--- src/rtl/seq_det_scheduler.sv ---
// -----------------------------------------------------------------------------
// seq_det_scheduler
//
// Lets NUM_REQ requesters share one serial sequence detector. A word is picked
// round-robin, the detector is cleared for one cycle, and the word is shifted
// into it MSB-first. The block counts the bit slots in which the detector output
// is high and returns {requester id, hit count} on a valid/ready response.
//
// State sequence: IDLE -> CLEAR -> SHIFT (DATA_W cycles) -> DRAIN -> RESP -> IDLE
//
// Ports
//   clock        : single clock, rising edge
//   reset        : synchronous, active-high
//   req_valid    : per-requester word valid
//   req_data     : flattened words, requester i at [i*DATA_W +: DATA_W]
//   req_ready    : one-hot accept pulse (one cycle, in IDLE only)
//   det_reset_n  : detector clear, low in CLEAR and while reset is high
//   sequence_out : serial bit to the detector's sequence_in
//   detector_in  : detector_out (registered, Moore) from the detector
//   resp_valid   : response valid (RESP state)
//   resp_id      : id of the requester served
//   resp_count   : number of sampled bit slots with detector_in high
//   resp_ready   : response consumer ready
//   busy         : high in every state except IDLE
// -----------------------------------------------------------------------------
module seq_det_scheduler #(
   parameter  int NUM_REQ = 4,
   parameter  int DATA_W  = 8,
   localparam int CNT_W   = $clog2(DATA_W + 1),
   localparam int ID_W    = $clog2(NUM_REQ)
) (
   input  logic                      clock,
   input  logic                      reset,
   input  logic [NUM_REQ-1:0]        req_valid,
   input  logic [NUM_REQ*DATA_W-1:0] req_data,
   output logic [NUM_REQ-1:0]        req_ready,
   output logic                      det_reset_n,
   output logic                      sequence_out,
   input  logic                      detector_in,
   output logic                      resp_valid,
   output logic [ID_W-1:0]           resp_id,
   output logic [CNT_W-1:0]          resp_count,
   input  logic                      resp_ready,
   output logic                      busy
);

   localparam int IDX_W = $clog2(DATA_W);

   typedef enum logic [2:0] {
      ST_IDLE,
      ST_CLEAR,
      ST_SHIFT,
      ST_DRAIN,
      ST_RESP
   } state_t;

   state_t            state_reg, state_next;
   logic [ID_W-1:0]   last_grant_reg, last_grant_next;
   logic [ID_W-1:0]   id_reg, id_next;
   logic [DATA_W-1:0] word_reg, word_next;
   logic [CNT_W-1:0]  cnt_reg, cnt_next;
   logic [IDX_W-1:0]  bit_idx_reg, bit_idx_next;

   // ---------------------------------------------------------------------------
   // Request unpacking and round-robin candidate list.
   // Candidate gi is requester (last_grant + 1 + gi) mod NUM_REQ, so candidate 0
   // has the highest priority. The sum fits in ID_W+1 bits because it never
   // exceeds 2*NUM_REQ-1, so one conditional subtract performs the modulo.
   // ---------------------------------------------------------------------------
   logic [DATA_W-1:0] word_arr   [NUM_REQ];
   logic [ID_W:0]     cand_sum   [NUM_REQ];
   logic [ID_W-1:0]   cand_id    [NUM_REQ];
   logic [NUM_REQ-1:0] cand_valid;

   for (genvar gi = 0; gi < NUM_REQ; gi++) begin : g_cand
      assign word_arr[gi]   = req_data[gi*DATA_W +: DATA_W];
      assign cand_sum[gi]   = {1'b0, last_grant_reg} + (ID_W+1)'(gi + 1);
      assign cand_id[gi]    = (cand_sum[gi] >= (ID_W+1)'(NUM_REQ))
                              ? ID_W'(cand_sum[gi] - (ID_W+1)'(NUM_REQ))
                              : cand_sum[gi][ID_W-1:0];
      assign cand_valid[gi] = req_valid[cand_id[gi]];
   end

   logic            grant_found;
   logic [ID_W-1:0] grant_id;

   always_comb begin
      grant_found = 1'b0;
      grant_id    = '0;
      for (int k = 0; k < NUM_REQ; k++) begin
         if (!grant_found && cand_valid[k]) begin
            grant_found = 1'b1;
            grant_id    = cand_id[k];
         end
      end
   end

   // Accept happens only in IDLE; reset suppresses it combinationally so that
   // no requester believes it was served while reset is high.
   logic accept;
   assign accept = (state_reg == ST_IDLE) && grant_found && !reset;

   for (genvar gi = 0; gi < NUM_REQ; gi++) begin : g_ready
      assign req_ready[gi] = accept && (grant_id == ID_W'(gi));
   end

   // ---------------------------------------------------------------------------
   // State register
   // ---------------------------------------------------------------------------
   always_ff @(posedge clock) begin
      if (reset) begin
         state_reg      <= ST_IDLE;
         last_grant_reg <= ID_W'(NUM_REQ - 1);  // requester 0 wins first
         id_reg         <= '0;
         word_reg       <= '0;
         cnt_reg        <= '0;
         bit_idx_reg    <= '0;
      end else begin
         state_reg      <= state_next;
         last_grant_reg <= last_grant_next;
         id_reg         <= id_next;
         word_reg       <= word_next;
         cnt_reg        <= cnt_next;
         bit_idx_reg    <= bit_idx_next;
      end
   end

   // ---------------------------------------------------------------------------
   // Next-state logic
   // ---------------------------------------------------------------------------
   always_comb begin
      state_next      = state_reg;
      last_grant_next = last_grant_reg;
      id_next         = id_reg;
      word_next       = word_reg;
      cnt_next        = cnt_reg;
      bit_idx_next    = bit_idx_reg;

      case (state_reg)
         ST_IDLE: begin
            if (grant_found) begin
               word_next  = word_arr[grant_id];
               id_next    = grant_id;
               state_next = ST_CLEAR;
            end
         end

         ST_CLEAR: begin
            cnt_next     = '0;
            bit_idx_next = IDX_W'(DATA_W - 1);
            state_next   = ST_SHIFT;
         end

         ST_SHIFT: begin
            // The first SHIFT cycle still shows the detector's cleared output,
            // so it is not counted; the last bit's effect is picked up in DRAIN.
            if (bit_idx_reg != IDX_W'(DATA_W - 1)) begin
               cnt_next = cnt_reg + CNT_W'(detector_in);
            end
            if (bit_idx_reg == '0) begin
               state_next = ST_DRAIN;
            end else begin
               bit_idx_next = bit_idx_reg - 1'b1;
            end
         end

         ST_DRAIN: begin
            cnt_next   = cnt_reg + CNT_W'(detector_in);
            state_next = ST_RESP;
         end

         ST_RESP: begin
            if (resp_ready) begin
               last_grant_next = id_reg;
               state_next      = ST_IDLE;
            end
         end

         default: begin
            state_next = ST_IDLE;
         end
      endcase
   end

   // ---------------------------------------------------------------------------
   // Outputs. All are forced to their idle/cleared values while reset is high,
   // including det_reset_n, which holds the detector cleared during reset.
   // ---------------------------------------------------------------------------
   assign sequence_out = !reset && (state_reg == ST_SHIFT) && word_reg[bit_idx_reg];
   assign det_reset_n  = !reset && (state_reg != ST_CLEAR);
   assign busy         = !reset && (state_reg != ST_IDLE);
   assign resp_valid   = !reset && (state_reg == ST_RESP);
   assign resp_id      = reset ? '0 : id_reg;
   assign resp_count   = reset ? '0 : cnt_reg;

endmodule
--- config.mk ---
export PLATFORM = sky130hd
export DESIGN_NAME = seq_det_scheduler
export DESIGN_NICKNAME = d
export VERILOG_FILES = /design/src/rtl/seq_det_scheduler.sv
export SDC_FILE = /design/constraint.sdc
export NUM_CORES = 1
export LEC_CHECK = 0
export BUFFER_PORTS_ARGS = -buffer_cell sky130_fd_sc_hd__buf_2
export CORE_AREA = 2 2 49 86
export CTS_CLUSTER_SIZE = 12
export DETAILED_ROUTE_END_ITERATION = 7
export DIE_AREA = 0 0 51 88
export GPL_TIMING_DRIVEN = 1
export HOLD_SLACK_MARGIN = 0.03
export PLACE_DENSITY_LB_ADDON = 0.12
export SETUP_SLACK_MARGIN = 0.05
export SYNTH_ARGS = -nofsm -noshare
export SYNTH_HDL_FRONTEND = slang
export SYNTH_SLANG_ARGS = --single-unit
export TNS_END_PERCENT = 30
--- constraint.sdc ---
create_clock -name clock -period 4.37 [get_ports clock]
set_input_delay 0.437 -clock clock [delete_from_list [all_inputs] [get_ports clock]]
set_output_delay 0.437 -clock clock [all_outputs]
set_load 0.02 [all_outputs]
==> run_summary.xml, run 1 <==
<?xml version="1.0" encoding="UTF-8"?>
<metrics>
  <group name="status">
    <metric name="result_of_the_run" unit="">completed</metric>
  </group>
  <group name="worst_setup_path">
    <metric name="timing.critical_path.cells" unit="">nor3_1 &gt; nor2b_1 &gt; and4_2 &gt; buf_2</metric>
    <metric name="endpoint_kind" unit="">output pin</metric>
    <metric name="worstPathRequired" unit="ps">3930</metric>
    <metric name="start_kind" unit="">register</metric>
    <metric name="critical_path.slowest_cell" unit="">nor2b_1</metric>
    <metric name="maximum_fanout_along_the_worst_path" unit="">12</metric>
    <metric name="worstSetupPathType" unit="">reg2out</metric>
    <metric name="slowest_delay" unit="ps">560</metric>
    <metric name="critPathArrivalTime" unit="ps">2090</metric>
  </group>
  <group name="route">
    <metric name="post_drt_wl_per_cell" unit="µm">13.5</metric>
    <metric name="num_vias" unit="">1450</metric>
    <metric name="viasPerCell" unit="">5.43</metric>
    <metric name="drc_errors" unit="">0</metric>
    <metric name="drtIter0Drc" unit="">31</metric>
    <metric name="drt_pass1_iterations" unit="">4</metric>
    <metric name="drt.antenna.violating_nets" unit="">0</metric>
    <metric name="drt-total-wl" unit="µm">3610</metric>
  </group>
  <group name="pwr">
    <metric name="peakVddDrop" unit="µV">235</metric>
    <metric name="power_density" unit="nW/µm²">481</metric>
    <metric name="p_leak" unit="µW">0.000839</metric>
  </group>
  <group name="logic_synthesis">
    <metric name="synth.net_count" unit="">217</metric>
    <metric name="synth_sequential_area_ratio" unit="%">29.9</metric>
    <metric name="post-synth-top-area-fraction" unit="%">29.9</metric>
    <metric name="number_of_unique_standard_cell_types_used_by_synthesis" unit="">41</metric>
    <metric name="synth_top_cells_by_area" unit="">dfxtp_1, mux2i_1, a2111oi_0, o21ai_0, a211oi_1</metric>
    <metric name="yosys_register_bits" unit="">22</metric>
    <metric name="synthCells" unit="">172</metric>
    <metric name="fraction_of_synthesis_flops_using_an_asynchronous_set_or_reset_pin" unit="%">0</metric>
    <metric name="yosys.area.top_type" unit="">dfxtp_1</metric>
    <metric name="synth_ff_type" unit="">dfxtp_1</metric>
    <metric name="ys.warnings.count" unit="">0</metric>
    <metric name="synth_edf_count" unit="">0</metric>
    <metric name="syn-mean-instance-area" unit="µm²">8.58</metric>
    <metric name="mappedNetlistArea" unit="µm²">1480</metric>
  </group>
  <group name="timing">
    <metric name="worstMarginPinSlew" unit="ps">792</metric>
    <metric name="final_max_tran_viols" unit="">0</metric>
    <metric name="rsz0062_at_grt" unit="">no</metric>
    <metric name="finClkSkew" unit="ps">0.734</metric>
    <metric name="fin_crit_sh" unit="%">57.9</metric>
    <metric name="setup_tns_final" unit="ps">0</metric>
    <metric name="max_clock_freq" unit="MHz">395</metric>
    <metric name="postLayoutSetupSlackWorst" unit="ps">1840</metric>
    <metric name="layout_min_cycle_time" unit="ps">2530</metric>
    <metric name="finalSetupViolations" unit="">0</metric>
    <metric name="hold_violations" unit="">0</metric>
    <metric name="max-slew-margin-rel" unit="%">46.9</metric>
  </group>
  <group name="cts">
    <metric name="clock_tree.buffer_depth" unit="">2</metric>
    <metric name="cts.repair_timing.setup_buffer_count" unit="">0</metric>
    <metric name="clk_latency_worst_skew_pair" unit="ps">260</metric>
    <metric name="htreeDepth" unit="">1</metric>
    <metric name="clock_tree.root_cell" unit="">clkbuf_8</metric>
    <metric name="holdBufCountCts" unit="">0</metric>
    <metric name="clock_sinks" unit="">22</metric>
    <metric name="cts-buffers-inserted" unit="">3</metric>
    <metric name="number_of_cells_upsized_or_downsized_after_cts" unit="">0</metric>
    <metric name="clock_tree_from_tritoncts" unit="">yes</metric>
    <metric name="clk_pin_slew_worst_paths" unit="ps">70</metric>
  </group>
  <group name="final_layout">
    <metric name="drive_above_1_share" unit="%">29.2</metric>
    <metric name="flow.area_growth_from_synthesis" unit="%">20.7</metric>
    <metric name="final_cell_mix" unit="">buf_2, dfxtp_1, o21ai_0, nor2_1</metric>
    <metric name="largest_register_ffs" unit="">8</metric>
    <metric name="layout.cells.most_common" unit="">buf_2</metric>
    <metric name="final_nets" unit="">266</metric>
    <metric name="num_antenna_cells" unit="">0</metric>
  </group>
  <group name="floorplanning">
    <metric name="dieWidth" unit="µm">51</metric>
    <metric name="rows" unit="">30</metric>
    <metric name="core_area" unit="µm²">3790</metric>
    <metric name="initial_utilization" unit="%">38.9</metric>
    <metric name="design.die.area" unit="µm²">4490</metric>
    <metric name="ios" unit="">54</metric>
    <metric name="die_height" unit="µm">88</metric>
  </group>
  <group name="global_routing">
    <metric name="first_global_vias" unit="">1434</metric>
    <metric name="globalRouteTotalUtil" unit="%">17.0</metric>
    <metric name="grt-ovfl-total" unit="">0</metric>
    <metric name="grt_start_max_net_pins" unit="">20</metric>
    <metric name="antenna_found_initial" unit="">0</metric>
    <metric name="first_pass_grt_wire_length" unit="µm">5950</metric>
  </group>
  <group name="placed_design">
    <metric name="place.detailed.hpwl" unit="µm">2940</metric>
    <metric name="buffer_ports.inserted" unit="">53</metric>
    <metric name="gpl.final_weighted_congestion" unit="">0.813</metric>
    <metric name="pre_cts_worst_setup_slack" unit="ps">2040</metric>
  </group>
  <group name="run">
    <metric name="maxCapViolCount" unit="">0</metric>
  </group>
  <group name="worst_hold_path">
    <metric name="min-delay-path-class" unit="">reg2reg</metric>
  </group>
</metrics>
-- cells by family (layout without fill, tap and decap cells) --
logic type | Yosys count | count (layout) | share of synthesized area (%)
adder cells (fa/ha/maj) | 5 | 5 | 4.24
AND/OR/NAND/NOR | 50 | 50 | 17.8
multiplexers | 14 | 14 | 11.5
flip-flops | 22 | 22 | 29.9
AO/OA/AOI/OAI | 59 | 59 | 28.1
XOR/XNOR | 3 | 3 | 1.78
buffers and inverters | 19 | 66 | 6.70
-- synthesized netlist by cell type (2+ instances only) --
| cell type | n |
|---|---|
| dfxtp_1 | 22 |
| o21ai_0 | 14 |
| nor2_1 | 12 |
| mux2i_1 | 11 |
| nand2_1 | 11 |
| inv_1 | 10 |
| a211oi_1 | 9 |
| a21oi_1 | 9 |
| a2111oi_0 | 8 |
| a21boi_0 | 8 |
| clkbuf_1 | 7 |
| ha_1 | 5 |
| nand3_1 | 4 |
| nor2b_1 | 4 |
| nor4_1 | 4 |
| nor3_1 | 3 |
| a31oi_1 | 2 |
| and3_1 | 2 |
| mux4_2 | 2 |
| nand2b_1 | 2 |
| o211ai_1 | 2 |
| xor2_1 | 2 |
-- path summary, 6_finish.rpt --
path / slack, ps / to / start / cells after the start
worst min register to register: 490 / last_grant_reg[1]$_SDFFE_PP1P_ / id_reg[1]$_SDFFE_PP0P_ / 2
worst max register to register: 2220 / word_reg[2]$_SDFFE_PP0P_ / state_reg[1]$_SDFFE_PP0P_ / 4
worst max-delay path: 1840 / req_ready[0] / state_reg[1]$_SDFFE_PP0P_ / 4
worst min-delay path: 490 / last_grant_reg[1]$_SDFFE_PP1P_ / id_reg[1]$_SDFFE_PP0P_ / 2
-- critical path, delay by kind of cell (launching register included) --
| family | cells | cell delay, ps |
|---|---|---|
| and+or+nand+nor | 3 | 1250 |
| buffers and inverters | 1 | 160 |
| DFF | 1 | 430 |
-- per-layer routing --
layer,global-route usage [%],part of all wire [%],wire length (µm)
met4,7.86,1.8,65
met5,0,0,0
met1,17.5,38,1390
met2,32.8,54,1960
met3,2.39,5.3,192
-- final cells by class --
cell class	count	area, µm²
Sequential cell	22	440
Tap cell	48	60.1
Inverter	10	37.5
Clock buffer	3	41.3
Multi-Input combinational cell	131	936
Timing Repair Buffer	53	265
Fill cell	378	2010
-- report_power, final --
part	switching, µW	leakage [µW]	total, µW	internal (µW)
registers	70.2	0.000181	336	266
logic	234	0.000636	398	163
clock network	61.4	0.0000216	123	61.4
total	366	0.000839	856	490
-- per-stage QoR --
stage               cells  utilization [%]  hold WS, ps  total power, µW  cell area (µm²)
finish                267             47.0          488              856             1780
global placement      264             45.9          458              727             1740
CTS                   267             47.0          496              862             1780
global route          267             47.0          519              927             1780
detailed placement    264             45.9          475              739             1740
floorplan             172                -          445              632             1480
Note: power is estimated with default switching activity, not from simulation.
==> run 2: changes to the inputs <==
==> constraint.sdc (replaced) <==
create_clock -name clock -period 2.1 [get_ports clock]
set_input_delay 0.21 -clock clock [delete_from_list [all_inputs] [get_ports clock]]
set_output_delay 0.21 -clock clock [all_outputs]
set_load 0.02 [all_outputs]
==> run 2 against run 1 <==
Count of clock-buffer cells in the layout unchanged; routed wire length increased by 3.7%; global-route usage rose by 0.79 points; clock power increased to 3.3 times the previous value; non-clock buffer count is 9 higher; first-iteration DRC count down 19%; cell area increased by 6.9%; via count rose by 2.1%; cell count grew 3.7%; sequential power is 100% higher; utilization is 3.2 points higher; critical endpoint is now req_ready[2]; sequential share of layout area shrank 1.5 points.
==> run_summary.xml, run 2 (same netlist as run 1, synthesis figures left out) <==
<?xml version="1.0" encoding="UTF-8"?>
<metrics>
  <group name="global_routing">
    <metric name="first_pass_grt_wire_length" unit="µm">6200</metric>
    <metric name="grt_start_max_net_pins" unit="">19</metric>
    <metric name="globalRouteTotalUtil" unit="%">17.8</metric>
    <metric name="first_global_vias" unit="">1434</metric>
    <metric name="grt-ovfl-total" unit="">0</metric>
    <metric name="antenna_found_initial" unit="">0</metric>
  </group>
  <group name="pwr">
    <metric name="power_density" unit="nW/µm²">1050</metric>
    <metric name="internal_power" unit="µW">1210</metric>
    <metric name="power" unit="µW">2000</metric>
    <metric name="clock_power_share" unit="%">20.0</metric>
    <metric name="sequentialPowerShare" unit="%">33.6</metric>
    <metric name="combPwrFrac" unit="%">46.4</metric>
    <metric name="power.share.switching" unit="%">39.7</metric>
    <metric name="power.net_switching" unit="µW">793</metric>
    <metric name="p_leak" unit="µW">0.000905</metric>
    <metric name="peakVddDrop" unit="µV">524</metric>
  </group>
  <group name="final_layout">
    <metric name="count_of_filler_cells_inserted_in_the_layout" unit="">394</metric>
    <metric name="layout.cells.most_common" unit="">buf_2</metric>
    <metric name="flow.area_growth_from_synthesis" unit="%">29.0</metric>
    <metric name="final_cell_mix" unit="">buf_2, dfxtp_1, o21ai_0, nor2_1</metric>
    <metric name="layout.area.seq" unit="µm²">442</metric>
    <metric name="stdcell_count" unit="">277</metric>
    <metric name="final_nets" unit="">275</metric>
    <metric name="drive_above_1_share" unit="%">34.5</metric>
    <metric name="largest_register_ffs" unit="">8</metric>
    <metric name="multiInputGateArea" unit="µm²">960</metric>
    <metric name="num_antenna_cells" unit="">0</metric>
    <metric name="final_area" unit="µm²">1900</metric>
  </group>
  <group name="route">
    <metric name="drt_pass1_iterations" unit="">4</metric>
    <metric name="post_drt_wl_per_cell" unit="µm">13.5</metric>
    <metric name="drt.antenna.violating_nets" unit="">0</metric>
    <metric name="viasPerCell" unit="">5.35</metric>
    <metric name="drc_errors" unit="">0</metric>
    <metric name="drtIter0Drc" unit="">25</metric>
    <metric name="num_vias" unit="">1481</metric>
    <metric name="drt-total-wl" unit="µm">3750</metric>
  </group>
  <group name="run">
    <metric name="maxCapViolCount" unit="">0</metric>
  </group>
  <group name="placed_design">
    <metric name="place.detailed.hpwl" unit="µm">2970</metric>
    <metric name="detailed_place.area" unit="µm²">1790</metric>
    <metric name="buffer_ports.inserted" unit="">53</metric>
    <metric name="placed_cells_incl_taps" unit="">270</metric>
    <metric name="gpl.final_weighted_congestion" unit="">0.719</metric>
  </group>
  <group name="worst_setup_path">
    <metric name="endpoint_kind" unit="">output pin</metric>
    <metric name="worstSetupPathType" unit="">reg2out</metric>
    <metric name="maximum_fanout_along_the_worst_path" unit="">7</metric>
    <metric name="worstPathRequired" unit="ps">1890</metric>
    <metric name="critical_path.reg2reg.startpoint" unit="">last_grant_reg[1]$_SDFFE_PP1P_</metric>
    <metric name="critPathTopFamily" unit="">flip-flops</metric>
    <metric name="worstSetupPathDepth" unit="">5</metric>
    <metric name="worst-r2r-cell-count" unit="">6</metric>
    <metric name="launch_point_of_the_critical_path" unit="">last_grant_reg[1]$_SDFFE_PP1P_</metric>
    <metric name="timing.critical_path.cells" unit="">mux2_4 &gt; a22oi_4 &gt; nand2_1 &gt; nor4_1 &gt; buf_2</metric>
    <metric name="critPathArrivalTime" unit="ps">1770</metric>
    <metric name="critical_path.slowest_cell" unit="">dfxtp_2</metric>
    <metric name="start_kind" unit="">register</metric>
    <metric name="critical_path.n_buffers_inverters" unit="">1</metric>
    <metric name="slowest_delay" unit="ps">420</metric>
  </group>
  <group name="floorplanning">
    <metric name="core_area" unit="µm²">3790</metric>
    <metric name="design.die.area" unit="µm²">4490</metric>
    <metric name="initial_utilization" unit="%">38.9</metric>
    <metric name="die_height" unit="µm">88</metric>
    <metric name="rows" unit="">30</metric>
    <metric name="dieWidth" unit="µm">51</metric>
    <metric name="ios" unit="">54</metric>
  </group>
  <group name="worst_hold_path">
    <metric name="min_from" unit="">req_data[12]</metric>
    <metric name="min-delay-path-class" unit="">in2reg</metric>
    <metric name="min_path_cells" unit="">3</metric>
  </group>
  <group name="timing">
    <metric name="max-slew-margin-rel" unit="%">43.7</metric>
    <metric name="rsz0062_at_grt" unit="">yes</metric>
    <metric name="final.hold.worst_slack" unit="ps">269</metric>
    <metric name="hold_violations" unit="">0</metric>
    <metric name="final_max_tran_viols" unit="">0</metric>
    <metric name="layout_min_cycle_time" unit="ps">1980</metric>
    <metric name="setup_tns_final" unit="ps">0</metric>
    <metric name="finalSetupViolations" unit="">0</metric>
    <metric name="max_clock_freq" unit="MHz">505</metric>
    <metric name="fin_crit_sh" unit="%">94.3</metric>
    <metric name="worstMarginPinSlew" unit="ps">836</metric>
    <metric name="finClkSkew" unit="ps">6.93</metric>
  </group>
  <group name="cts">
    <metric name="clock_tree.root_cell" unit="">clkbuf_8</metric>
    <metric name="clock_tree.buffer_depth" unit="">2</metric>
    <metric name="cts-buffers-inserted" unit="">3</metric>
    <metric name="clock_tree_from_tritoncts" unit="">yes</metric>
    <metric name="holdBufCountCts" unit="">0</metric>
    <metric name="htreeDepth" unit="">1</metric>
    <metric name="clk_pin_slew_worst_paths" unit="ps">80</metric>
    <metric name="clock_sinks" unit="">22</metric>
    <metric name="clk_latency_worst_skew_pair" unit="ps">270</metric>
  </group>
  <group name="status">
    <metric name="result_of_the_run" unit="">completed</metric>
  </group>
</metrics>
## run 2: changes by cell type in the layout (fill, tap and decap cells not counted), sizes merged
cell	before	now
buf	53	62
bufinv	0	1
## run 2: final timing paths
path	to	slack [ps]
worst max-delay path	req_ready[2]	120
worst max register to register	word_reg[5]$_SDFFE_PP0P_	210
worst min register to register	id_reg[1]$_SDFFE_PP0P_	490
worst min-delay path	word_reg[4]$_SDFFE_PP0P_	270
## run 2: worst register-to-register path: stages, from the launching register on
cell,delay [ps]
dfxtp_2,420
mux2_4,330
a22oi_4,140
buf_4,170
a21boi_0,90
a2111oi_0,480
a211oi_1,110
## run 2: what timing repair did
item,in CTS,in global routing
gates resized for setup,3,2
buffers inserted,3,0
endpoints found under the setup margin,4,5
pin swaps,1,0
## run 2: through the flow
stage          utilization, %  worst slack [ps]
5_1_grt                  50.2              31.3
3_5_place_dp             47.2              80.2
4_1_cts                  49.9              37.2
2_1_floorplan               -               109
3_3_place_gp             47.2               184
6_report                 50.2               120
## run 2: final cells by class
type / count / share of cell area, %
clock buffers: 3 / 2.17
clock inverters: 1 / 1.58
inverters: 10 / 1.97
multi-input cells: 131 / 50.4
flip-flops and latches: 22 / 23.2
well taps: 48 / 3.16
repair buffers: 62 / 17.5
## run 2: power groups by stage
stage	Combinational, µW	Clock (µW)	Sequential, µW
6_report	926	400	672
5_1_grt	1030	419	691
3_3_place_gp	884	0	675
3_5_place_dp	903	0	677
2_1_floorplan	674	0	644
4_1_cts	931	407	669
## run 2: metal layers
metal / vias up / share of wire [%] / routed length [µm] / GRT usage (%)
met3: 7 / 4.5 / 167 / 2.22
li1: 760 / - / - / -
met5: - / 0 / 0 / 0
met4: 0 / 2.0 / 75 / 8.11
met2: 43 / 53 / 2000 / 33.4
met1: 671 / 40 / 1500 / 19.3
